===== config.mk =====
export PLATFORM = sky130hd
export DESIGN_NAME = gmii_mac_tx_flat
export DESIGN_NICKNAME = d
export VERILOG_FILES = /design/src/rtl/gmii_mac_tx_if.sv /design/src/rtl/gmii_mac_tx.sv /design/src/flat_wrapper.sv
export SDC_FILE = /design/constraint.sdc
export NUM_CORES = 1
export LEC_CHECK = 0
export CAP_MARGIN = 0
export CORE_MARGIN = 5
export CORE_UTILIZATION = 30
export DETAILED_ROUTE_END_ITERATION = 10
export PLACE_DENSITY = 0.52
export SETUP_SLACK_MARGIN = 0.4
export SKIP_LAST_GASP = 1
export SLEW_MARGIN = 25
export SYNTH_ARGS = -nofsm -noshare
export SYNTH_HDL_FRONTEND = slang
export SYNTH_SLANG_ARGS = --single-unit
export TNS_END_PERCENT = 5

===== constraint.sdc =====
create_clock -name clk -period 10.7 [get_ports clk]
set_clock_uncertainty 0.05 [all_clocks]
set_input_delay 2.14 -clock clk [delete_from_list [all_inputs] [get_ports clk]]
set_output_delay 2.14 -clock clk [all_outputs]
set_load 0.02 [all_outputs]

===== src/rtl/gmii_mac_tx_if.sv =====
// Upstream frame handshake plus GMII transmit pins of the MAC transmitter.
// The MAC side uses the slave modport; the packer/FIFO side uses master.
interface gmii_mac_tx_if;
    logic        tx_start_en;
    logic [15:0] tx_byte_num;
    logic        tx_req;
    logic [7:0]  tx_data;
    logic        tx_busy;
    logic        tx_done;
    logic        tx_err;
    logic        gmii_tx_en;
    logic [7:0]  gmii_txd;

    modport master (output tx_start_en, tx_byte_num, tx_data,
                    input  tx_req, tx_busy, tx_done, tx_err, gmii_tx_en, gmii_txd);
    modport slave  (input  tx_start_en, tx_byte_num, tx_data,
                    output tx_req, tx_busy, tx_done, tx_err, gmii_tx_en, gmii_txd);
endinterface


===== src/rtl/gmii_mac_tx.sv =====
// GMII Ethernet transmitter: preamble, SFD, payload, zero pad, CRC-32 FCS, IFG.
// Every output is registered; the next-cycle byte is chosen combinationally.
module gmii_mac_tx #(
    parameter int PREAMBLE_LEN = 7,
    parameter int MIN_FRAME    = 60,
    parameter int MAX_FRAME    = 1514,
    parameter int IFG_CYCLES   = 12
) (
    input  logic         clk,
    input  logic         rst_n,
    gmii_mac_tx_if.slave mac_if
);
    localparam logic [2:0] S_IDLE = 3'd0;
    localparam logic [2:0] S_PRE  = 3'd1;
    localparam logic [2:0] S_SFD  = 3'd2;
    localparam logic [2:0] S_DATA = 3'd3;
    localparam logic [2:0] S_PAD  = 3'd4;
    localparam logic [2:0] S_FCS  = 3'd5;
    localparam logic [2:0] S_IFG  = 3'd6;

    localparam logic [3:0]  PRE_LAST = 4'(PREAMBLE_LEN - 1);
    localparam logic [3:0]  IFG_LAST = 4'(IFG_CYCLES - 1);
    localparam logic [15:0] MIN_LEN  = 16'(MIN_FRAME);
    localparam logic [15:0] MAX_LEN  = 16'(MAX_FRAME);

    logic [2:0]  state_q, state_d;
    logic [3:0]  cnt_q, cnt_d;
    logic [15:0] len_q, len_d;
    logic [15:0] bcnt_q, bcnt_d;
    logic [15:0] rcnt_q, rcnt_d;
    logic [31:0] crc_q, crc_d;
    logic        req_q, req_d;
    logic        busy_q, busy_d;
    logic        done_q, done_d;
    logic        err_q, err_d;
    logic        en_q, en_d;
    logic [7:0]  txd_q, txd_d;
    logic        crc_upd;

    // Reflected CRC-32, one byte, LSB first.
    function automatic logic [31:0] crc32_byte(input logic [31:0] c, input logic [7:0] b);
        logic [31:0] r;
        r = c;
        for (int i = 0; i < 8; i++)
            r = (r >> 1) ^ ((r[0] ^ b[i]) ? 32'hEDB88320 : 32'h0);
        return r;
    endfunction

    always_comb begin
        state_d = state_q;
        cnt_d   = cnt_q;
        len_d   = len_q;
        bcnt_d  = bcnt_q;
        rcnt_d  = rcnt_q;
        crc_d   = crc_q;
        req_d   = 1'b0;
        busy_d  = busy_q;
        done_d  = 1'b0;
        err_d   = 1'b0;
        en_d    = 1'b0;
        txd_d   = 8'h00;
        crc_upd = 1'b0;

        // Requests run two cycles ahead of the bytes they fetch, independent of the output state.
        if (req_q) begin
            rcnt_d = rcnt_q + 16'd1;
            req_d  = (rcnt_q != len_q - 16'd1);
        end

        case (state_q)
            S_IDLE: begin
                if (mac_if.tx_start_en) begin
                    if (mac_if.tx_byte_num != 16'd0 && mac_if.tx_byte_num <= MAX_LEN) begin
                        state_d = S_PRE;
                        cnt_d   = 4'd0;
                        len_d   = mac_if.tx_byte_num;
                        bcnt_d  = 16'd0;
                        rcnt_d  = 16'd0;
                        crc_d   = 32'hFFFFFFFF;
                        busy_d  = 1'b1;
                        en_d    = 1'b1;
                        txd_d   = 8'h55;
                        req_d   = (PRE_LAST == 4'd0);
                    end else begin
                        err_d = 1'b1;
                    end
                end
            end
            S_PRE: begin
                en_d = 1'b1;
                if (cnt_q == PRE_LAST) begin
                    state_d = S_SFD;
                    txd_d   = 8'hD5;
                end else begin
                    cnt_d = cnt_q + 4'd1;
                    txd_d = 8'h55;
                    req_d = req_d | (cnt_q + 4'd1 == PRE_LAST);
                end
            end
            S_SFD: begin
                en_d    = 1'b1;
                state_d = S_DATA;
                txd_d   = mac_if.tx_data;
                bcnt_d  = 16'd1;
                crc_upd = 1'b1;
            end
            S_DATA, S_PAD: begin
                en_d = 1'b1;
                if (bcnt_q < len_q) begin
                    state_d = S_DATA;
                    txd_d   = mac_if.tx_data;
                    bcnt_d  = bcnt_q + 16'd1;
                    crc_upd = 1'b1;
                end else if (bcnt_q < MIN_LEN) begin
                    state_d = S_PAD;
                    bcnt_d  = bcnt_q + 16'd1;
                    crc_upd = 1'b1;
                end else begin
                    state_d = S_FCS;
                    cnt_d   = 4'd0;
                    txd_d   = ~crc_q[7:0];
                end
            end
            S_FCS: begin
                if (cnt_q == 4'd3) begin
                    state_d = S_IFG;
                    cnt_d   = 4'd0;
                end else begin
                    en_d  = 1'b1;
                    cnt_d = cnt_q + 4'd1;
                    txd_d = ~crc_q[{cnt_d[1:0], 3'b000} +: 8];
                end
            end
            S_IFG: begin
                if (cnt_q == IFG_LAST) begin
                    state_d = S_IDLE;
                    busy_d  = 1'b0;
                    done_d  = 1'b1;
                end else begin
                    cnt_d = cnt_q + 4'd1;
                end
            end
            default: state_d = S_IDLE;
        endcase

        if (crc_upd) crc_d = crc32_byte(crc_q, txd_d);
    end

    always_ff @(posedge clk or negedge rst_n) begin
        if (!rst_n) begin
            state_q <= S_IDLE;
            cnt_q   <= '0;
            len_q   <= '0;
            bcnt_q  <= '0;
            rcnt_q  <= '0;
            crc_q   <= '0;
            req_q   <= 1'b0;
            busy_q  <= 1'b0;
            done_q  <= 1'b0;
            err_q   <= 1'b0;
            en_q    <= 1'b0;
            txd_q   <= '0;
        end else begin
            state_q <= state_d;
            cnt_q   <= cnt_d;
            len_q   <= len_d;
            bcnt_q  <= bcnt_d;
            rcnt_q  <= rcnt_d;
            crc_q   <= crc_d;
            req_q   <= req_d;
            busy_q  <= busy_d;
            done_q  <= done_d;
            err_q   <= err_d;
            en_q    <= en_d;
            txd_q   <= txd_d;
        end
    end

    assign mac_if.tx_req     = req_q;
    assign mac_if.tx_busy    = busy_q;
    assign mac_if.tx_done    = done_q;
    assign mac_if.tx_err     = err_q;
    assign mac_if.gmii_tx_en = en_q;
    assign mac_if.gmii_txd   = txd_q;
endmodule


===== src/flat_wrapper.sv =====
// flat-port wrapper written by rule: the top's interface ports become plain ports
module gmii_mac_tx_flat 
#(
    parameter int PREAMBLE_LEN = 7,
    parameter int MIN_FRAME    = 60,
    parameter int MAX_FRAME    = 1514,
    parameter int IFG_CYCLES   = 12
)
  (clk, rst_n, mac_if_tx_start_en, mac_if_tx_byte_num, mac_if_tx_data, mac_if_tx_req, mac_if_tx_busy, mac_if_tx_done, mac_if_tx_err, mac_if_gmii_tx_en, mac_if_gmii_txd);
  gmii_mac_tx_if mac_if_i ();
  input  logic clk;
  input  logic rst_n;
  input wire logic [$bits(mac_if_i.tx_start_en)-1:0] mac_if_tx_start_en;
  input wire logic [$bits(mac_if_i.tx_byte_num)-1:0] mac_if_tx_byte_num;
  input wire logic [$bits(mac_if_i.tx_data)-1:0] mac_if_tx_data;
  output wire logic [$bits(mac_if_i.tx_req)-1:0] mac_if_tx_req;
  output wire logic [$bits(mac_if_i.tx_busy)-1:0] mac_if_tx_busy;
  output wire logic [$bits(mac_if_i.tx_done)-1:0] mac_if_tx_done;
  output wire logic [$bits(mac_if_i.tx_err)-1:0] mac_if_tx_err;
  output wire logic [$bits(mac_if_i.gmii_tx_en)-1:0] mac_if_gmii_tx_en;
  output wire logic [$bits(mac_if_i.gmii_txd)-1:0] mac_if_gmii_txd;
  assign mac_if_i.tx_start_en = mac_if_tx_start_en;
  assign mac_if_i.tx_byte_num = mac_if_tx_byte_num;
  assign mac_if_i.tx_data = mac_if_tx_data;
  assign mac_if_tx_req = mac_if_i.tx_req;
  assign mac_if_tx_busy = mac_if_i.tx_busy;
  assign mac_if_tx_done = mac_if_i.tx_done;
  assign mac_if_tx_err = mac_if_i.tx_err;
  assign mac_if_gmii_tx_en = mac_if_i.gmii_tx_en;
  assign mac_if_gmii_txd = mac_if_i.gmii_txd;
  gmii_mac_tx #(.PREAMBLE_LEN(PREAMBLE_LEN), .MIN_FRAME(MIN_FRAME), .MAX_FRAME(MAX_FRAME), .IFG_CYCLES(IFG_CYCLES)) u_core (.clk(clk), .rst_n(rst_n), .mac_if(mac_if_i));
endmodule

==> flow_summary.json <==
{
  "status": "finished clean",
  "post-cts-setup-buffers": 0,
  "p_clk_share_pct": 13.8,
  "setup_viol": 0,
  "clk_latency_ns": 0.35,
  "max_slew.worst_pin.slew_ns": 0.8463,
  "antenna_found_initial": 0,
  "avgSynthCellArea_sq_um": 9.547,
  "path_buf_inv": 1,
  "path_class": "input port to register",
  "fillCellCount": 2192,
  "synth_top_family_by_area": "simple AND/OR/NAND/NOR gates",
  "slowest_stage": "o311ai_0",
  "peakVddDrop_mv": 0.1828,
  "drive_above_1_share_pct": 8.069,
  "synthSimpleGateAreaFrac_pct": 17.83,
  "postRouteWirelength_um": 16050,
  "fin_nets": 737,
  "diodes": 0,
  "ys.flop_type": "dfrtp_1",
  "arrival_ns": 5.63,
  "ant_nets": 0,
  "p_sw_mw": 1.027,
  "synth_compound_area_share_pct": 12.81,
  "grt_pass1_wl_um": 26480,
  "synth_cell_types": 63,
  "dieArea_sq_um": 24270,
  "ioPinCount": 40,
  "crit_family": "compound AO/OA/AOI/OAI gates",
  "setup_ws_ns": 5.299,
  "cts_tree": "built",
  "leakage_nw": 2.965,
  "ctsHoldBuffers": 0,
  "syn_nets": 716,
  "remaining_drc_errors": 0,
  "seqPwrFrac_pct": 27.3,
  "via_count": 4782,
  "finalHoldViolations": 0,
  "clock-sinks": 100,
  "multi_input_comb_area_sq_um": 3670,
  "syn-cell-area_sq_um": 6377,
  "route.detailed.wl_per_inst_um": 16.56,
  "yosys_warnings": 0,
  "grt_pass1_vias": 4846,
  "min_path_type": "register to register",
  "crit_chain": "clkdlybuf4s50_1, a21oi_1, nor2b_1, o311ai_0, a32o_1, a211oi_2, mux2i_2, xnor2_2, xnor2_1, xor3_1, a2bb2oi_2",
  "area_growth_pct": 14.71,
  "whs_ns": 0.5072,
  "synth_edf_count": 0,
  "fin_crit_ns": 5.401,
  "cts_resized": 0,
  "synthArstFlopShare_pct": 100.0,
  "core_sq_um": 20960,
  "groute.usage.overall_pct": 13.59,
  "worstSetupStartpointType": "input port",
  "htreeDepth": 3,
  "pre_cts_ws_ns": 4.853,
  "regArea_sq_um": 2502,
  "cp.required_ns": 10.93,
  "p_per_area_nw_per_um2": 334.5,
  "period_share_pct": 50.47,
  "pwr-share-comb_pct": 58.9,
  "max-cap-violations": 0,
  "io_buffer_count": 39,
  "die_h_um": 155.8,
  "slew_headroom_pct": 43.58,
  "gp_congestion": 0.8292,
  "fmax_mhz": 185.2,
  "synth-seq-cells": 100,
  "p_int_mw": 1.420,
  "fin_tns_setup_ns": 0,
  "post-dp-hpwl_um": 11430,
  "clk_pin_slew_ns": 0.07,
  "root_buffer": "clkbuf_16",
  "final-max-slew-violation-count": 0,
  "critPathMaxFanout": 5,
  "switching_share_pct": 41.95,
  "clockBufferDepth": 2,
  "first_pass_iters": 4,
  "numCtsBuffers": 9,
  "fp.dieW_um": 155.8,
  "seq_area_frac_synth_pct": 39.24,
  "initial_core_util_pct": 30.43,
  "cp_slowest_stage_delay_ns": 0.61,
  "rsz0062_at_grt": "no",
  "synthXorXnorAreaFrac_pct": 17.32,
  "end_kind": "register",
  "grt_overflow": 0,
  "via_per_inst": 4.935,
  "rows": 53,
  "synth_mux_area_share_pct": 5.297,
  "drt_iter0_drc": 187,
  "synth_fa_ha_area_share_pct": 4.120,
  "grt_max_degree": 75,
  "synth_cells": 668
}
per-layer routing:
metal | routed length [um] | global-route usage (%) | part of all wire [%]
met3 | 432 | 2.580 | 2.7
met5 | 0 | 0 | 0
met1 | 7417 | 17.93 | 46
met2 | 8056 | 23.12 | 50
met4 | 142 | 3.251 | 0.88
flip-flops by register name (all words and copies together), names as in the netlist, 3 cells and up:
name,count
u_core.bcnt_q,16
u_core.len_q,16
u_core.cnt_q,4
u_core.crc_q,32
u_core.state_q,3
u_core.mac_if.gmii_txd,8
u_core.rcnt_q,16
area by class of cell:
class | count | share of cell area, %
repair buffers | 42 | 5.610
clock inverters | 5 | 0.8209
multi-input cells | 513 | 50.16
well taps | 275 | 4.703
clock buffers | 11 | 3.318
inverters | 23 | 1.180
flip-flops and latches | 100 | 34.21
cells in the mapped netlist (4+ instances only):
library cell | instances | area [sq um]
a21oi_1 | 46 | 230.2
and3_1 | 7 | 43.79
buf_1 | 4 | 15.01
clkbuf_1 | 26 | 97.59
dfrtp_1 | 100 | 2502
ha_1 | 21 | 262.8
inv_1 | 23 | 86.33
mux2i_1 | 4 | 40.04
mux2i_4 | 4 | 90.09
mux4_2 | 8 | 180.2
nand2_1 | 46 | 172.7
nand2b_1 | 4 | 25.02
nand3_1 | 19 | 95.09
nand4_1 | 15 | 93.84
nor2_1 | 77 | 289.0
nor2b_1 | 9 | 56.30
nor3_1 | 37 | 185.2
nor4_1 | 10 | 62.56
o21ai_0 | 38 | 190.2
xnor2_1 | 53 | 464.2
xor2_1 | 47 | 411.6
metrics by stage:
| stage | power, mW | cells | area, sq um | util [%] |
|---|---|---|---|---|
| after floorplan | 1.832 | 668 | 6377 | - |
| after global placement | 2.121 | 953 | 7010 | 33.45 |
| after detailed placement | 2.123 | 953 | 7010 | 33.45 |
| after CTS | 2.477 | 969 | 7313 | 34.90 |
| after global routing | 2.639 | 969 | 7316 | 34.91 |
| final | 2.447 | 969 | 7316 | 34.91 |
logic make-up after synthesis:
family	Yosys count
mux	18
buf+inv	55
flops	100
fa+ha+maj	21
xor+xnor	111
compound gates	124
simple gates	239
tightest hold or removal path, stage by stage (launching register included):
cell	delay, ns
dfrtp_1	0.36
inv_1	0.07
nor2_1	0.09
power by group through the flow:
stage	clock, mW	sequential [mW]	combinational, mW
finish	0.338	0.668	1.44
global route	0.365	0.688	1.59
CTS	0.351	0.668	1.46
detailed placement	0	0.674	1.45
global placement	0	0.676	1.44
floorplan	0	0.632	1.20
worst paths after layout:
path / startpoint / end / slack [ns] / depth (start not counted)
worst min register to register: u_core.len_q[15] / u_core.len_q[15] / 0.51 / 2
max in group asynchronous: rst_n / u_core.crc_q[6] / 7.68 / 2
worst max register to register: u_core.cnt_q[0] / u_core.crc_q[24] / 6.57 / 10
worst min-delay path: u_core.len_q[15] / u_core.len_q[15] / 0.51 / 2
min in group asynchronous: rst_n / u_core.rcnt_q[6] / 1.71 / 1
worst max-delay path: mac_if_tx_byte_num[0] / u_core.crc_q[24] / 5.30 / 11
layout by cell type, fill, tap and decap left out, types with 8 or more instances in the layout:
cell / count
dfrtp_1: 100
a21oi_1: 46
ha_1: 21
nand3_1: 19
clkbuf_16: 9
nand4_1: 15
nor3_1: 37
xor2_1: 47
o21ai_0: 38
nand2_1: 46
xnor2_1: 53
nor4_1: 10
mux4_2: 8
clkdlybuf4s50_1: 38
nor2_1: 76
nor2b_1: 9
inv_1: 23
Note: power is estimated with default switching activity, not from simulation.
